--- src/rtl/matrix_operand_loader.sv ---
// matrix_operand_loader: streams row-major bytes into two zero-padded DIMxDIM operand matrices
// and holds them valid until the downstream stage takes them.
module matrix_operand_loader #(
  parameter int ELEM_W = 8,
  parameter int DIM    = 5
) (
  input  logic                      clk,
  input  logic                      rst_n,
  input  logic                      start,
  input  logic [2:0]                mat_size,
  input  logic [ELEM_W-1:0]         in_data,
  input  logic                      in_valid,
  output logic                      in_ready,
  output logic [DIM*DIM*ELEM_W-1:0] matrix_A,
  output logic [DIM*DIM*ELEM_W-1:0] matrix_B,
  output logic                      mats_valid,
  input  logic                      mats_ready,
  output logic                      busy,
  output logic                      load_err
);
  localparam int AW = $clog2(DIM*DIM);
  typedef enum logic [1:0] {IDLE, LOAD_A, LOAD_B, PRESENT} state_t;
  state_t                    state_q;
  logic [2:0]                n_q, row_q, col_q;
  logic [DIM*DIM*ELEM_W-1:0] a_q, b_q;
  logic                      valid_q, err_q;
  logic [AW-1:0]             idx;
  logic                      bad, last_col, last;
  assign idx      = AW'(32'(row_q) * DIM + 32'(col_q));
  assign bad      = mat_size < 3'd2 || mat_size > 3'(DIM);
  assign last_col = col_q == n_q - 3'd1;
  assign last     = last_col && row_q == n_q - 3'd1;
  assign in_ready = state_q == LOAD_A || state_q == LOAD_B;
  assign busy     = state_q != IDLE;
  assign matrix_A   = a_q;
  assign matrix_B   = b_q;
  assign mats_valid = valid_q;
  assign load_err   = err_q;
  always_ff @(posedge clk or negedge rst_n) begin
    if (!rst_n) begin
      state_q <= IDLE;
      n_q     <= 3'(DIM);
      row_q   <= '0;
      col_q   <= '0;
      a_q     <= '0;
      b_q     <= '0;
      valid_q <= 1'b0;
      err_q   <= 1'b0;
    end else begin
      err_q <= 1'b0;
      case (state_q)
        IDLE: if (start) begin
          n_q     <= bad ? 3'(DIM) : mat_size;
          err_q   <= bad;
          a_q     <= '0;
          b_q     <= '0;
          row_q   <= '0;
          col_q   <= '0;
          state_q <= LOAD_A;
        end
        LOAD_A, LOAD_B: if (in_valid) begin
          if (state_q == LOAD_A) a_q[32'(idx)*ELEM_W +: ELEM_W] <= in_data;
          else b_q[32'(idx)*ELEM_W +: ELEM_W] <= in_data;
          col_q <= last_col ? 3'd0 : col_q + 3'd1;
          row_q <= last ? 3'd0 : (last_col ? row_q + 3'd1 : row_q);
          if (last) begin
            state_q <= state_q == LOAD_A ? LOAD_B : PRESENT;
            valid_q <= state_q == LOAD_B;
          end
        end
        PRESENT: if (mats_ready) begin
          state_q <= IDLE;
          valid_q <= 1'b0;
        end
        default: state_q <= IDLE;
      endcase
    end
  end
endmodule

--- config.mk ---
export PLATFORM = sky130hd
export DESIGN_NAME = matrix_operand_loader
export DESIGN_NICKNAME = d
export VERILOG_FILES = /design/src/rtl/matrix_operand_loader.sv
export SDC_FILE = /design/constraint.sdc
export NUM_CORES = 1
export LEC_CHECK = 0
export CORE_UTILIZATION = 50
export DETAILED_ROUTE_END_ITERATION = 16
export PLACE_DENSITY = 0.89
export SYNTH_ARGS = -nofsm -noshare
export SYNTH_HDL_FRONTEND = slang
export SYNTH_SLANG_ARGS = --single-unit
--- constraint.sdc ---
create_clock -name clk -period 8.6 [get_ports clk]
set_input_delay 1.72 -clock clk [delete_from_list [all_inputs] [get_ports clk]]
set_output_delay 1.72 -clock clk [all_outputs]
set_load 0.02 [all_outputs]
Word level (Yosys, flattened, before mapping). Index checks and enable logic that the tools add are counted.

Mux-type cells: 30. Equal/unequal tests: 12. $lt $le $gt $ge: 2. Shift operators: 2. Reductions and logical operators: 15. Multiply operators: 1. Add/sub/neg operators: 5.

Operators by type and width (count): two-way mux 200 bit (5); one-hot mux 200 bit (2 select lines) (2); bitwise mux 200 bit (2); variable shift 8 x 34 -> 200 bit (first input constant) (1); variable part select 8 x 34 -> 200 bit (1); negation 8 -> 34 bit (1); two-way mux 3 bit (7); AND reduction 4 bit (5); inequality test 2 bit (second input constant) (6); one-hot mux 3 bit (2 select lines) (2); two-way mux 2 bit (4); adder 3 x 1 -> 3 bit (second input constant) (2); equality test 3 bit (2); two-way mux 1 bit (6); one-hot mux 2 bit (3 select lines) (1); nonzero test 2 bit (3); adder 5 x 3 -> 5 bit (1); multiplier 3 x 3 -> 5 bit (second input constant) (1); equality test 2 bit (second input constant) (2); > comparator 3 bit (second input constant) (1); less-than comparator 3 x 2 -> 1 bit (second input constant) (1); inequality test 3 bit (second input constant) (1); AND reduction 3 bit (1); subtractor 3 x 1 -> 3 bit (second input constant) (1); other kinds (7) (8).

Logic and storage cells: 75. Input port bits: 16. Output and inout bits: 404. Register bits: 413.

Depth between registers and ports, before layout. Gate-level depths: netlist of run 1.

Depth in word-level cells: 8. Depth in mapped cells: 14. Depth with buffers taken out: 11.

Worst setup path before layout of run 1. OpenSTA, ideal clock, no wires.

Path kind: reg2reg. Start: register row_q[0]. End: register a_q[104], in the netlist matrix_A[104]. Period minus slack after synthesis: 3897 ps. Setup slack: 4703 ps. Setup time: 68 ps. Stages on the path, launching flop included: 13. Required time: 8532 ps. Buffers on the path: 2. Arrival time: 3829 ps. Cells stage by stage: dfrtp_1 > ha_1 > ha_1 > fa_1 > xor2_2 > nor3b_2 > ha_1 > nand2b_1 > buf_1 > buf_2 > o31ai_1 > nand2_1 > a32o_1.

Cells in the longest elaborated chain, start to end: 8. Elaborated cells on any way between the ends: 9. Those cells by class: add/sub (2); mul (1); shift (2); mux (4).

RTL lines: start, declared (RTL line 24) `logic [2:0] n_q, row_q, col_q;`; start signal, assigned (RTL line 65) `row_q <= last ? 3'd0 : (last_col ? row_q + 3'd1 : row_q);`; multiplier 3 x 3 -> 5 bit (*) (RTL line 29) `assign idx = AW'(32'(row_q) * DIM + 32'(col_q));`; adder 5 x 3 -> 5 bit (*) (RTL line 29); negation 8 -> 34 bit (*) (RTL line 62) `if (state_q == LOAD_A) a_q[32'(idx)*ELEM_W +: ELEM_W] <= in_data;`; variable part select 8 x 34 -> 200 bit or variable shift 8 x 34 -> 200 bit (tied branches) (RTL line 62); bitwise mux 200 bit (*) (RTL line 62); two-way mux 200 bit (*) (RTL line 62); two-way mux 200 bit (*) (RTL line 61) `LOAD_A, LOAD_B: if (in_valid) begin`; one-hot mux 200 bit (2 select lines) (*) (RTL line 51) `case (state_q)`; end signal, assigned by index (RTL line 62); end, declared (RTL line 25) `logic [DIM*DIM*ELEM_W-1:0] a_q, b_q;`.

Mark *: on every way between the ends. The rest lies on a longest branch, timed or not. The select of a mux whose other input is x is not followed. A chain may end at the register's enable or synchronous reset.

Worst setup path after layout of run 1.
Start: register row_q[0]. End: register a_q[60], in the netlist matrix_A[60].

Same word-level chain as after synthesis.

==> flow_metrics.env, run 1 <==
export IMPL_drt_iter0_markers=1469
export IMPL_cp_end_kind="flop"
export IMPL_clk_latency_ps=540
export IMPL_hold_violations=0
export IMPL_hold_path_class="reg -> reg"
export IMPL_cts_root_buf="clkbuf_16"
export IMPL_worst_hold_slack_ps=492
export IMPL_power_density_nw_per_um2=463
export IMPL_worstSetupStartpointType="flop"
export IMPL_comb_power_share_pct=57.2
export IMPL_internal_power_mw=5.41
export IMPL_synth_top_family_by_area="compound AO/OA/AOI/OAI gates"
export IMPL_syn_to_final_growth_pct=34.8
export IMPL_yosys_warnings=0
export IMPL_ys_ff_latch=413
export IMPL_yosys_area_share_simple_pct=13.8
export IMPL_fp_dieH_um=190
export IMPL_grt_pass1_wl_mm=95.2
export IMPL_r2r_start="row_q[0]"
export IMPL_muxShareOfSynthArea_pct=3.38
export IMPL_tightest_slew_ps=1340
export IMPL_fillers=2404
export IMPL_first_global_vias=15700
export IMPL_power_leakage_nw=9.92
export IMPL_clk_pin_slew_worst_paths_ps=70
export IMPL_min_path_cells=1
export IMPL_syn_area_per_cell_um2=10.9
export IMPL_grt_setup_unrepaired="false"
export IMPL_rows=68
export IMPL_grtUsageTotal_pct=34.7
export IMPL_port_buffers=419
export IMPL_crit_chain="ha_1 > ha_1 > fa_1 > or3_1 > xnor2_1 > a41oi_4 > buf_4 > nand2_1 > o22ai_1"
export IMPL_sw_frac_of_total_pct=51.0
export IMPL_vias=15800
export IMPL_cp_slowest_cell="nand2_1"
export IMPL_drive_gt1_share_pct=7.65
export IMPL_min_period_ps=4880
export IMPL_initial_core_util_pct=51.0
export IMPL_ant_nets=0
export IMPL_gp_congestion=0.914
export IMPL_ctsHoldBuffers=0
export IMPL_hold_start="matrix_B[105]"
export IMPL_worstPathArrival_ps=5310
export IMPL_cts_resized=0
export IMPL_maxSlewViolCount=0
export IMPL_seqCellArea_um2=10300
export IMPL_fp_coreArea_um2=34600
export IMPL_setup_viol=0
export IMPL_dr_pass1_iters=6
export IMPL_fin_ws_ps=3720
export IMPL_die_x_um=190
export IMPL_ys_seq_area_share_pct=58.5
export IMPL_antenna_cells=0
export IMPL_grt_overflow_total=0
export IMPL_synth_compound_area_share_pct=17.2
export IMPL_clockBufferDepth=3
export IMPL_fin_tns_setup_ps=0
export IMPL_place_ws_ps=3800
export IMPL_hpwl_mm=42.2
export IMPL_synth_edff_count=0
export IMPL_dieArea_um2=36100
export IMPL_synth_cells=1623
export IMPL_path_common_cell="ha_1"
export IMPL_drc=0
export IMPL_reg2reg_to="matrix_A[60]"
export IMPL_cts_tree="built"
export IMPL_grt_max_degree=186
export IMPL_synth_fa_ha_area_share_pct=1.53
export IMPL_cp_data_required_time_ps=9030
export IMPL_synth_net_count=1660
export IMPL_viasPerCell=6.33
export IMPL_slew_headroom_pct=10.7
export IMPL_cp_slowest_stage_delay_ps=760
export IMPL_min_to="matrix_B[105]"
export IMPL_max_freq_mhz=205
export IMPL_antenna_found_initial=1
export IMPL_cts_buffers_inserted=42
export IMPL_drv_cap=0
export IMPL_synth_xor_area_share_pct=0.616
export IMPL_io_pins=420
export IMPL_crit_fanout=37
export IMPL_synthArstFlopShare_pct=100
export IMPL_switchingPower_mw=5.62
export IMPL_multiInputGateArea_um2=6530
export IMPL_wl_per_cell_um=25.2
export IMPL_synth_cell_types=64
export IMPL_r2r_slack_ps=3720
export IMPL_seq_power_share_pct=24.9
export IMPL_cts_sinks=413
export IMPL_wl_mm=62.8
export IMPL_finalCritPeriodShare_pct=56.7
export IMPL_clockPowerShare_pct=17.9
export IMPL_vdd_drop_max_v=0.000449
export IMPL_syn_area_um2=17700
export IMPL_synth_ff_type="dfrtp_1"
export IMPL_nNetsFinal=2044
export IMPL_reg2reg_depth=9
export IMPL_htree_levels=2
export IMPL_critPathKind="reg -> reg"
export IMPL_fin_worst_skew_ps=18.1
export IMPL_cts_setup_buffers=0
export IMPL_status="finished, final reports clean"
cells by family (layout without fill, tap and decap cells):
family | after synthesis | after routing
AOI/OAI and AO/OA | 406 | 406
adders and majority gates | 21 | 21
muxes | 59 | 59
DFF | 413 | 413
xor gates and xnor gates | 9 | 9
buffers and inverters | 225 | 642
and+or+nand+nor | 490 | 490
layout make-up:
type	instances	area share (%)
inverter	115	1.81
clock inverter	13	0.820
tap	455	2.39
timing repair buffer	450	18.7
multi-input combinational	985	27.4
clock buffer	64	5.49
sequential	413	43.4
worst max-delay path, delay by kind of cell, from the launching register on:
kind	cells	cell delay, ps
adders and majority gates	3	1290
DFF	1	460
and+or+nand+nor	2	1340
xor gates and xnor gates	1	230
buffers and inverters	1	460
AOI/OAI and AO/OA	2	960
routing by layer:
layer | share of wire (%) | vias up | global-route usage [%]
li1 | - | 6658 | -
met1 | 37 | 7811 | 44.5
met2 | 47 | 1109 | 55.5
met3 | 12 | 204 | 9.65
met4 | 4.1 | 2 | 14.3
met5 | 0.021 | - | 0
metrics by stage:
step,std cells,cell area [um^2],util [%],power (mW)
3_5_place_dp,2418,22300,64.4,8.90
6_report,2495,23800,68.8,11.0
2_1_floorplan,1623,17700,-,6.42
4_1_cts,2495,23800,68.8,10.9
5_1_grt,2495,23800,68.8,11.4
3_3_place_gp,2418,22300,64.4,8.74
power by group through the flow:
stage | Combinational, mW | Sequential [mW] | Clock (mW)
floorplan | 3.22 | 3.20 | 0
global placement | 6.00 | 2.74 | 0
detailed placement | 6.15 | 2.75 | 0
CTS | 6.19 | 2.73 | 1.98
global route | 6.59 | 2.78 | 2.07
finish | 6.31 | 2.74 | 1.97
registers in the layout, indices dropped and copies added (netlist names):
signal and flops:
row_q 3, mats_valid 1, n_q 3, matrix_B 200
load_err 1, matrix_A 200, col_q 3, state_q 2
synth_stat cells (3+ instances only):
master	number	area, um^2
clkbuf_1	78	293
and3b_1	3	26.3
or4_1	3	22.5
o31a_1	4	35.0
nor3_1	11	55.1
mux2i_1	54	541
a21o_1	3	22.5
nand4_1	48	300
inv_1	115	432
o31ai_1	12	90.1
nand3_1	68	340
buf_2	13	65.1
o22ai_1	163	1020
nor3_2	11	110
a21oi_1	11	55.1
nor4_4	5	106
a22o_1	11	96.3
a32o_1	64	641
nor2b_1	13	81.3
nor2_1	39	146
a31oi_1	7	43.8
and3_1	4	25.0
o31ai_4	3	63.8
a21oi_2	4	35.0
mux2_2	5	56.3
or2_2	3	18.8
ha_1	20	250
nand2b_1	14	87.6
nand2_1	245	920
o2bb2ai_1	70	613
xnor2_1	4	35.0
nor4_2	3	37.5
dfrtp_1	411	10300
and2_1	10	62.6
o2111ai_1	4	35.0
buf_1	15	56.3
o21ai_0	40	200
cells in the final DEF, fill, tap and decap left out, drive strengths merged, types with 3 or more instances in the layout:
master and count:
and2 10, a32o 64, and3b 3, ha 20
o31ai 15, nand3 68, a31oi 7, a21o 3
a21oi 15, mux2i 54, clkbuf 64, and3 4
inv 115, o22ai 163, o31a 4, xor2 3
a22o 11, o21ai 40, xnor2 5, nor2 40
clkdlybuf4s50 418, or2 3, dfrtp 411, o2bb2ai 70
o2111ai 4, nor3b 3, buf 32, clkinv 6
nand2 245, nor3 22, nand4 48, nand2b 14
or4 3, mux2 5, nor4 9, nor2b 13
bufinv 5
worst max-delay path by stage:
stage	end	depth (start not counted)	slack [ps]	start
after global placement	matrix_A[198]	6	3940	start
after detailed placement	matrix_A[198]	6	3800	start
after floorplan	matrix_A[104]	12	4700	row_q[0]
after global routing	matrix_A[117]	11	3530	row_q[0]
after CTS	matrix_A[60]	9	3860	row_q[2]
final	matrix_A[60]	9	3720	row_q[0]
Power figures use the tool's default switching activity.
==> run 2, diff against run 1 <==
CORE_UTILIZATION = 45   (was 50)
PLACE_DENSITY = 0.85   (was 0.89)
clock period = 4 ns   (was 8.6 ns; I/O delays follow)
==> run 2 against run 1 <==
Against the previous run:
- wire length is 2.9% higher
- fmax is 26% higher
- highest routed layer unchanged
- largest power group unchanged
- worst setup slack worse by 3600 ps
==> flow_metrics.env, run 2 (synthesized netlist as in run 1, its figures left out) <==
export IMPL_r2r_slack_ps=120
export IMPL_cts_tree="built"
export IMPL_grt_setup_unrepaired="false"
export IMPL_finalCritPeriodShare_pct=97.0
export IMPL_hold_violations=0
export IMPL_drt_iter0_markers=1140
export IMPL_crit_chain="ha_1 > ha_1 > fa_1 > xnor2_2 > nand2_1 > nor3_1 > nand3_1 > o22ai_1"
export IMPL_antenna_found_initial=4
export IMPL_hold_path_class="in -> async"
export IMPL_viasPerCell=6.07
export IMPL_drc=0
export IMPL_power_density_nw_per_um2=1010
export IMPL_grt_overflow_total=0
export IMPL_critPathKind="reg -> reg"
export IMPL_final_common_cell="clkdlybuf4s50_1"
export IMPL_port_buffers=419
export IMPL_dieArea_um2=40100
export IMPL_cts_root_buf="clkbuf_16"
export IMPL_gp_congestion=0.919
export IMPL_dr_pass1_iters=6
export IMPL_max_freq_mhz=258
export IMPL_fin_tns_setup_ps=0
export IMPL_maxSlewViolCount=0
export IMPL_top_layer_used="met5"
export IMPL_ant_nets=0
export IMPL_power_leakage_nw=10.3
export IMPL_reg2reg_depth=8
export IMPL_cp_end_kind="flop"
export IMPL_cts_sinks=413
export IMPL_first_global_vias=16000
export IMPL_worst_path_stages=8
export IMPL_worstSetupStartpointType="flop"
export IMPL_wl_mm=64.6
export IMPL_io_pins=420
export IMPL_setup_viol=0
export IMPL_clk_pin_slew_worst_paths_ps=60
export IMPL_tightest_slew_ps=1060
export IMPL_slew_headroom_pct=28.8
export IMPL_die_x_um=200
export IMPL_wl_met2_mm=30.3
export IMPL_fp_dieH_um=200
export IMPL_path_common_cell="ha_1"
export IMPL_grtUsageTotal_pct=31.9
export IMPL_drive_gt1_share_pct=11.3
export IMPL_grt_max_degree=109
export IMPL_cts_buffers_inserted=43
export IMPL_nNetsFinal=2118
export IMPL_clk_latency_ps=570
export IMPL_worstPathArrival_ps=4350
export IMPL_cp_slowest_stage_delay_ps=620
export IMPL_r2r_start="row_q[0]"
export IMPL_fin_worst_skew_ps=20.6
export IMPL_cp_startpoint="row_q[0]"
export IMPL_grt_pass1_wl_mm=98.0
export IMPL_status="finished, final reports clean"
export IMPL_layout_common_cells="clkdlybuf4s50_1, dfrtp_1, nand2_1"
export IMPL_crit_fanout=9
export IMPL_hpwl_mm=45.4
export IMPL_syn_to_final_growth_pct=39.3
export IMPL_cp_top_family="simple AND/OR/NAND/NOR gates"
export IMPL_min_period_ps=3880
export IMPL_wl_per_cell_um=24.6
export IMPL_wl_met1_mm=24.4
export IMPL_rows=72
export IMPL_initial_core_util_pct=45.7
export IMPL_cp_num_buf_inv=0
export IMPL_cts_setup_buffers=0
export IMPL_route_met3_wl_mm=6.25
export IMPL_cp_slowest_cell="fa_1"
export IMPL_fp_coreArea_um2=38600
export IMPL_worst_hold_slack_ps=321
export IMPL_htree_levels=2
export IMPL_ctsHoldBuffers=0
export IMPL_clockBufferDepth=3
export IMPL_cts_resized=0
export IMPL_drv_cap=0
export IMPL_cp_data_required_time_ps=4470
export IMPL_vdd_drop_max_v=0.000813
export IMPL_vias=16000
-- run 2: per-stage QoR --
step / utilization, % / cell area [um^2] / setup WS (ps) / power [mW] / instances
floorplan: - / 17700 / 103 / 13.8 / 1623
finish: 63.7 / 24600 / 120 / 24.9 / 2633
global placement: 59.7 / 23100 / 249 / 20.0 / 2554
global route: 63.7 / 24600 / 24.7 / 25.9 / 2633
detailed placement: 59.7 / 23100 / 152 / 20.3 / 2554
CTS: 63.6 / 24600 / 125 / 24.6 / 2632
-- run 2: final cells by class --
| type | count | area, um^2 |
|---|---|---|
| fill | 2861 | 14000 |
| sequential | 413 | 10300 |
| multi-input combinational | 985 | 6550 |
| timing repair buffer | 523 | 5120 |
| clock buffer | 60 | 1270 |
| tap | 518 | 648 |
| inverter | 115 | 432 |
| clock inverter | 18 | 249 |
| antenna | 1 | 2.50 |
-- run 2: power breakdown --
part	internal (mW)	switching, mW	total (mW)	leakage [nW]
combinational	4.79	9.97	14.8	3.91
clock	2.56	1.72	4.27	0.743
sequential	5.16	0.716	5.88	5.69
total	12.5	12.4	24.9	10.3
-- run 2: path summary, 6_finish.rpt --
kind | endpoint
min in group clk | matrix_B[27]
max in group asynchronous | matrix_B[38]
worst min-delay path | matrix_A[49]
worst max-delay path | matrix_A[146]
worst min register to register | matrix_B[27]
worst max register to register | matrix_A[146]
-- run 2: metal layers --
layer | global-route usage, % | vias to the layer above
li1 | - | 6811
met1 | 39.8 | 7898
met2 | 50.2 | 1027
met3 | 8.46 | 239
met4 | 18.2 | 6
met5 | 0 | -
==> run 3, diff against run 2 <==
TNS_END_PERCENT = 100   (was default)
==> results of run 3 <==
Final layout, timing and power as in run 2 (identical DEF).
